File: src/rtl/pe_mac_acc.sv
// Systolic GEMM processing element: forwards A east and B south.
// It accumulates A*B into a result register that has a valid/ready handshake.
module pe_mac_acc #(
  parameter int DATA_W   = 8,
  parameter int ACC_W    = 32,
  parameter int CNT_W    = 16,
  parameter bit SATURATE = 1'b1
) (
  input  logic                     clk,
  input  logic                     rst,
  input  logic signed [DATA_W-1:0] a_in,
  input  logic                     a_valid_in,
  input  logic                     a_last_in,
  input  logic signed [DATA_W-1:0] b_in,
  input  logic                     b_valid_in,
  output logic signed [DATA_W-1:0] a_out,
  output logic                     a_valid_out,
  output logic                     a_last_out,
  output logic signed [DATA_W-1:0] b_out,
  output logic                     b_valid_out,
  output logic signed [ACC_W-1:0]  res_data,
  output logic [CNT_W-1:0]         res_count,
  output logic                     res_sat,
  output logic                     res_valid,
  input  logic                     res_ready,
  output logic                     err_overrun
);

  localparam logic [0:0] IDLE  = 1'b0;
  localparam logic [0:0] ACCUM = 1'b1;

  localparam logic signed [ACC_W-1:0] ACC_MAX =
    {1'b0, {(ACC_W-1){1'b1}}};
  localparam logic signed [ACC_W-1:0] ACC_MIN =
    {1'b1, {(ACC_W-1){1'b0}}};

  logic [0:0]               state;
  logic signed [ACC_W-1:0]  acc;
  logic [CNT_W-1:0]         cnt;
  logic                     tile_sat;

  logic                     fire;
  logic                     done;
  logic                     pop;
  logic signed [2*DATA_W-1:0] prod;
  logic signed [ACC_W-1:0]  prod_ext;
  logic signed [ACC_W-1:0]  acc_base;
  logic [CNT_W-1:0]         cnt_base;
  logic signed [ACC_W:0]    sum;
  logic                     ovf;
  logic signed [ACC_W-1:0]  acc_nxt;
  logic [CNT_W-1:0]         cnt_nxt;
  logic                     sat_nxt;

  assign fire = a_valid_in & b_valid_in;
  assign done = fire & a_last_in;
  assign pop  = res_valid & res_ready;

  assign prod     = a_in * b_in;
  assign prod_ext = ACC_W'(prod);

  // IDLE always starts a tile from zero, whatever acc still holds
  assign acc_base = (state == IDLE) ? '0 : acc;
  assign cnt_base = (state == IDLE) ? '0 : cnt;

  assign sum = (ACC_W+1)'(acc_base) + (ACC_W+1)'(prod_ext);
  assign ovf = SATURATE && (sum[ACC_W] != sum[ACC_W-1]);

  always_comb begin
    acc_nxt = sum[ACC_W-1:0];
    if (ovf) begin
      acc_nxt = sum[ACC_W] ? ACC_MIN : ACC_MAX;
    end
  end

  assign cnt_nxt = (&cnt_base) ? cnt_base
                 : cnt_base + CNT_W'(1);
  assign sat_nxt = (tile_sat & (state == ACCUM)) | ovf;

  always_ff @(posedge clk or posedge rst) begin
    if (rst) begin
      a_out       <= '0;
      a_valid_out <= 1'b0;
      a_last_out  <= 1'b0;
      b_out       <= '0;
      b_valid_out <= 1'b0;
    end else begin
      a_valid_out <= a_valid_in;
      a_last_out  <= a_last_in;
      b_valid_out <= b_valid_in;
      if (a_valid_in) a_out <= a_in;
      if (b_valid_in) b_out <= b_in;
    end
  end

  always_ff @(posedge clk or posedge rst) begin
    if (rst) begin
      state    <= IDLE;
      acc      <= '0;
      cnt      <= '0;
      tile_sat <= 1'b0;
    end else if (done) begin
      state    <= IDLE;
      acc      <= '0;
      cnt      <= '0;
      tile_sat <= 1'b0;
    end else if (fire) begin
      state    <= ACCUM;
      acc      <= acc_nxt;
      cnt      <= cnt_nxt;
      tile_sat <= sat_nxt;
    end
  end

  // A completion is dropped only when the register is full and not popping
  always_ff @(posedge clk or posedge rst) begin
    if (rst) begin
      res_data    <= '0;
      res_count   <= '0;
      res_sat     <= 1'b0;
      res_valid   <= 1'b0;
      err_overrun <= 1'b0;
    end else if (done && (!res_valid || pop)) begin
      res_data  <= acc_nxt;
      res_count <= cnt_nxt;
      res_sat   <= sat_nxt;
      res_valid <= 1'b1;
    end else if (done) begin
      err_overrun <= 1'b1;
    end else if (pop) begin
      res_valid <= 1'b0;
    end
  end

endmodule

File: config.mk
export PLATFORM = sky130hd
export DESIGN_NAME = pe_mac_acc
export DESIGN_NICKNAME = d
export VERILOG_FILES = /design/src/rtl/pe_mac_acc.sv
export SDC_FILE = /design/constraint.sdc
export NUM_CORES = 1
export LEC_CHECK = 0
export BUFFER_PORTS_ARGS = -buffer_cell sky130_fd_sc_hd__buf_4
export CORE_AREA = 2 2 198 200
export CTS_CLUSTER_DIAMETER = 120
export DETAILED_ROUTE_END_ITERATION = 8
export DIE_AREA = 0 0 200 202
export RECOVER_POWER = 50
export SYNTH_ARGS = -nofsm -noshare
export SYNTH_HDL_FRONTEND = slang
export SYNTH_SLANG_ARGS = --single-unit
File: constraint.sdc
create_clock -name clk -period 6 [get_ports clk]
set_input_delay 0.9 -clock clk [delete_from_list [all_inputs] [get_ports clk]]
set_output_delay 0.9 -clock clk [all_outputs]
set_load 0.01 [all_outputs]
==> results.txt, run 1 <==
Clk root buf - clkbuf_16
Peak Freq - 169 MHz
Mapped Cells - 1,101
DR WL/cell - 17.1 um
Die ar. - 40,400 um2
Relative slew slack - -92.3%
# port buffers - 91
Largest net degree at the start of global routing - 62
HPWL after detailed placement - 24,500 um
Die H - 202 um
I/O pin count - 92
Final RePlAce weighted congestion - 0.849
Slew Viols, Final - 62
Via count - 8,954
Mapped Area - 11,000 um2
Top cell type's share of synthesized area - 27.2%
Synth area leader - dfrtp_1
H-tree Lvls - 4
Critical Path Source Type - primary input
Worst hold start - res_count[5]
Clock sink count - 120
Core Region - 38,300 um2
Starting density of the core - 28.8%
Worst endpoint required time - 6.31 ns
Outcome - complete, but fails checks
Ys async rst share - 100%
Most frequent cells after synthesis - 140 x fa_1, 121 x nand2_1, 120 x dfrtp_1
Hold EP - res_count[5]
Clock buffer depth - 2
RSZ-0062 raised after global routing - true
Layout cells sized above 1 - 29.2%
Worst-Skew Late Latency - 0.43 ns
DR pass1 iterations - 4
Post-route cell area - 15,100 um2
Row count - 72
CTS tree - yes
Violated checks - max-capacitance violations, max-slew violations
Mean post-synth cell area - 10.0 um2
All-Layer GR Usage - 16.2%
Worst reg2reg path startpoint - state
Most frequent cell after synthesis - fa_1
CP max FO - 6
Max-Cap Viols - 1
Syn nets - 1,336
Drt via density - 4.70
Hold Path Depth - 2
Nets - 1,610
Top cells by area in the synthesized netlist - dfrtp_1 27%, fa_1 25%, ha_1 8.3%
EDFF count, synth - 0
Global-route wire length before repair - 51,300 um
Reg-to-reg endpoint - res_data[12]
Critical Path End Type - register
Clk_skew - 0.0140 ns
Clk slew on worst S/H paths - 0.06 ns
Clock buffer count from CTS - 17
Register area share after synthesis - 27.2%
Area growth syn-to-layout - 36.7%
Critical Path AT - 6.23 ns
DRT Wirelength - 32,600 um
ANT cells - 0
FF-to-FF setup slack - 0.18 ns
Worst slew pin tran - 2.87 ns
Syn. warnings - 0
Seq cells post-synth - 120
Vias in the first global route - 9,355
Die Wd - 200 um
Distinct cells, synth - 61
Post-synth top flop - dfrtp_1
Final setup viols - 0
DR iter-0 viols - 363
Worst hold-check path type - register to register
DRC Markers - 0
Hold Vio Cnt, Final - 0
CP Class - primary input to register
R2R depth - 19
Final ANT Viol Nets - 0
Fin crit share - 98.7%
Initial antenna violation count - 0
Grt ovf - 0
Tmin final - 5.92 ns
Placed cell area - 13,700 um2
## per-layer routing
| metal | share of wire [%] | global-route usage, % | wire length, um | up-vias |
|---|---|---|---|---|
| li1 | - | - | - | 4231 |
| met1 | 46 | 22.4 | 15100 | 4548 |
| met5 | 0 | 0 | 0 | - |
| met3 | 3.3 | 2.54 | 1060 | 25 |
| met2 | 49 | 26.8 | 15900 | 150 |
| met4 | 1.6 | 3.15 | 520 | 0 |
## worst max path at each step
stage / start / endpoint / slack (ns) / cells after the start
2_1_floorplan: b_in[0] / res_data[12] / -0.28 / 20
3_3_place_gp: a_in[7] / res_data[12] / -0.57 / 21
3_5_place_dp: a_in[7] / res_data[24] / -0.61 / 21
4_1_cts: a_in[7] / res_data[12] / 0.003 / 22
5_1_grt: b_in[6] / res_data[18] / -0.05 / 23
6_report: b_in[6] / res_data[18] / 0.08 / 23
## flip-flops by register name, summed over array words and instances, names as in the netlist, 8 cells and up
signal,count
acc,32
res_data,32
cnt,16
res_count,16
a_out,8
b_out,8
## layout by cell type, fill, tap and decap left out, types with 19 or more instances in the layout
cell,instances
and2_1,55
clkbuf_16,22
inv_1,93
nor2_1,59
nand2_1,118
mux2_2,19
xnor2_1,27
fa_1,134
dfrtp_1,120
a21oi_1,45
buf_4,192
o21ai_0,45
a21oi_2,21
ha_4,26
clkbuf_1,69
ha_1,46
## area by class of cell
class | instances | area (um2)
fill | 3791 | 23200
multi-input combinational | 832 | 8080
sequential | 120 | 3000
timing repair buffer | 300 | 2370
tap | 518 | 648
clock buffer | 18 | 439
inverter | 104 | 409
clock inverter | 13 | 123
## metrics by stage
| stage | setup TNS [ns] | instances | hold WS, ns | utilization, % | setup WS, ns |
|---|---|---|---|---|---|
| final | 0 | 1905 | 0.471 | 39.4 | 0.0807 |
| after global routing | -0.641 | 1905 | 0.506 | 39.4 | -0.0535 |
| after CTS | 0 | 1870 | 0.477 | 37.7 | 0.00260 |
| after detailed placement | -34.93 | 1832 | 0.463 | 35.9 | -0.610 |
| after global placement | -32.61 | 1832 | 0.458 | 35.9 | -0.570 |
| after floorplan | -8.31 | 1101 | 0.442 | - | -0.279 |
## critical path, stage by stage
cell and delay, ns:
buf_12 0.11, and2_4 0.15, o21bai_4 0.17, ha_4 0.28, inv_4 0.03, fa_2 0.57, clkinvlp_4 0.16, buf_12 0.18
fa_1 0.46, fa_1 0.57, ha_4 0.23, ha_4 0.26, nand4_1 0.13, nor2_2 0.19, nand4_1 0.11, o211ai_1 0.43
a31oi_4 0.19, buf_12 0.18, xnor2_4 0.18, buf_6 0.18, a21oi_4 0.28, clkbuf_16 0.23, a21oi_2 0.05
## repair_timing
action | in CTS | in global routing
resized for setup | 14 | 106
cloned | 1 | 6
pin swaps | 9 | 39
hold buffers | 0 | 0
endpoints found under the setup margin | 62 | 66
buffers inserted | 6 | 29
## kinds of logic after synthesis
group                    after synthesis  synth area share (%)
adder cells (fa/ha/maj)              225                  34.9
buffers and inverters                151                  5.36
AND/OR/NAND/NOR                      309                  13.1
multiplexers                          29                  3.18
flip-flops                           120                  27.2
AO/OA/AOI/OAI                        222                  12.6
XOR/XNOR                              45                  3.64
Power of run 1 is not shown: default switching activity piles up to over one toggle a cycle in this logic, so the estimate is an artifact.
==> run 2, diff against run 1 <==
==> constraint.sdc (replaced) <==
create_clock -name clk -period 5.85 [get_ports clk]
set_input_delay 0.8775 -clock clk [delete_from_list [all_inputs] [get_ports clk]]
set_output_delay 0.8775 -clock clk [all_outputs]
set_load 0.01 [all_outputs]
==> run 2 against run 1 <==
Net effect:
- the flow finishes with violations (max-capacitance violations, max-slew violations, negative setup slack)
- first-iteration DRC count grew 34%
- clock skew rose by 0.0076 ns
- core utilization is 0.052 points higher
- sequential share of layout area about the same
- final area up 0.13%
- worst hold slack better by 0.0074 ns
- global-route usage increased by 0.076 points
- register-to-register slack worse by 0.19 ns
- sequential cell count unchanged
- wire length fell by 3.2%
- cell count increased by 0.21%
- setup slack got worse by 0.18 ns
- highest routed layer unchanged
==> results.txt, run 2 (synthesis results as in run 1) <==
Critical Path AT - 6.26 ns (+0.03 ns)
Worst hold-check path type - register to register
All-Layer GR Usage - 16.3% (+0.076 points)
Final ANT Viol Nets - 0 (unchanged)
Relative slew slack - -54.1% (+38 points)
Worst slew pin tran - 2.30 ns (-0.570 ns)
Die ar. - 40,400 um2 (unchanged)
Multi-input gate area - 8080 um2 (about the same)
Tmin final - 5.95 ns
Starting density of the core - 28.8% (unchanged)
Nets - 1,613 (+0.19%)
DP Worst Slack - -0.978 ns (-0.368 ns)
Hold Path Depth - 2 (unchanged)
Peak Freq - 168 MHz
Clock sink count - 120 (unchanged)
Critical Path End Type - register
DR WL/cell - 16.5 um (-3.4%)
Row count - 72 (unchanged)
H-tree Lvls - 4 (unchanged)
Clk slew on worst S/H paths - 0.07 ns (about the same)
DR pass1 iterations - 7 (+3)
DR iter-0 viols - 488 (+34%)
Clock buffer depth - 2 (unchanged)
DRT Wirelength - 31,500 um (-3.2%)
Clk_skew - 0.0216 ns (+0.00762 ns)
Core Region - 38,300 um2 (unchanged)
Final setup viols - 37 (+37)
Via count - 8,960 (+0.067%)
Die Wd - 200 um (unchanged)
Critical Path Source Type - primary input
Final core utilization - 39.4% (+0.052 points)
I/O pin count - 92 (unchanged)
Drt via density - 4.69 (-0.14%)
Vias in the first global route - 9,398 (+0.46%)
Layout cells sized above 1 - 30.6% (+1.4 points)
Fillers - 3,749 (-1.1%)
Worst-Skew Late Latency - 0.44 ns (about the same)
Grt ovf - 0 (unchanged)
Max-Cap Viols - 1 (unchanged)
CP Class - primary input to register
Largest net degree at the start of global routing - 74 (+19%)
Clk root buf - clkbuf_16
HPWL after detailed placement - 24,200 um (-1.1%)
Setup WS post-layout - -0.0967 ns (-0.177 ns)
Outcome - complete, but fails checks
ANT cells - 0 (unchanged)
Die H - 202 um (unchanged)
DRC Markers - 0 (unchanged)
Register area - 3000 um2 (about the same)
Global-route wire length before repair - 51,000 um (-0.49%)
CTS tree - yes
R2R depth - 19 (unchanged)
Worst endpoint required time - 6.16 ns (-0.15 ns)
Commonest non-fill, non-tap cell in the layout - buf_4
Violated checks - max-capacitance violations, max-slew violations, negative setup slack
Regs by FF count - acc (32), res_data (32)
Final RePlAce weighted congestion - 0.858 (+1.1%)
Area growth syn-to-layout - 36.9%
CP max FO - 8 (+2)
Sum Neg Setup Slack - -2.08 ns (-2.08 ns)
Fin crit share - 102%
FF-to-FF setup slack - -0.01 ns (-0.19 ns)
Slew Viols, Final - 49 (-21%)
RSZ-0062 raised after global routing - true
Initial antenna violation count - 0 (unchanged)
Clock buffer count from CTS - 17 (unchanged)
Hold Vio Cnt, Final - 0 (unchanged)
# port buffers - 91 (unchanged)
Most frequent cells in the layout - 213 x buf_4, 135 x fa_1, 119 x nand2_1, 119 x dfrtp_1, 97 x inv_1
run 2: cell count changes in the layout (fill, tap and decap cells not counted), moves of 5 or more:
cell | before | now
o21ai_1 | 18 | 9
clkbuf_1 | 69 | 56
o21ai_2 | 4 | 14
a21oi_1 | 45 | 50
o21ai_4 | 0 | 5
buf_4 | 192 | 213
o21ai_0 | 45 | 39
run 2: per-stage QoR:
step | area (um2) | std cells | hold WS [ns]
finish | 15100 | 1909 | 0.478
global route | 15100 | 1909 | 0.512
CTS | 14900 | 1891 | 0.486
detailed placement | 13700 | 1835 | 0.467
global placement | 13700 | 1835 | 0.468
floorplan | 11300 | 1101 | 0.442
run 2: layer usage:
layer / vias up / routed length (um) / global-route usage (%)
li1: 4247 / - / -
met1: 4527 / 14900 / 22.8
met5: - / 0 / 0
met4: 0 / 387 / 2.86
met2: 154 / 15200 / 27.0
met3: 32 / 1020 / 2.39
run 2: cell type report:
| class | count | area share [%] |
|---|---|---|
| inverters | 104 | 2.67 |
| repair buffers | 304 | 15.6 |
| flip-flops and latches | 120 | 19.9 |
| clock inverters | 14 | 1.08 |
| well taps | 518 | 4.29 |
| multi-input cells | 831 | 53.5 |
| clock buffers | 18 | 2.91 |
run 2: final timing paths:
check	start	to
min in group asynchronous	rst	b_out[0]
setup reg to reg	state	res_data[7]
hold / removal	res_count[7]	res_count[7]
max in group asynchronous	rst	state
hold reg to reg	res_count[7]	res_count[7]
setup / recovery	a_in[7]	res_data[7]
run 2: worst max-delay path, stage by stage:
cell	delay, ns
buf_12	0.11
buf_6	0.11
and2_4	0.18
buf_6	0.12
fa_1	0.53
inv_1	0.05
fa_1	0.50
inv_1	0.05
fa_1	0.52
fa_1	0.46
ha_4	0.27
ha_4	0.26
nand4_1	0.11
or3_1	0.37
a21oi_4	0.18
nor2_2	0.07
o2111a_1	0.26
or3_4	0.46
buf_12	0.17
maj3_2	0.32
mux2_4	0.26
run 2: what timing repair did:
item                       4_1_cts  5_1_grt
cloned                           2        1
pin swaps                       51       30
resized for setup               73       45
buffers inserted                22       17
setup endpoints to repair       66       66
hold buffers                     0        0
Power of run 2 is left out for the same reason.
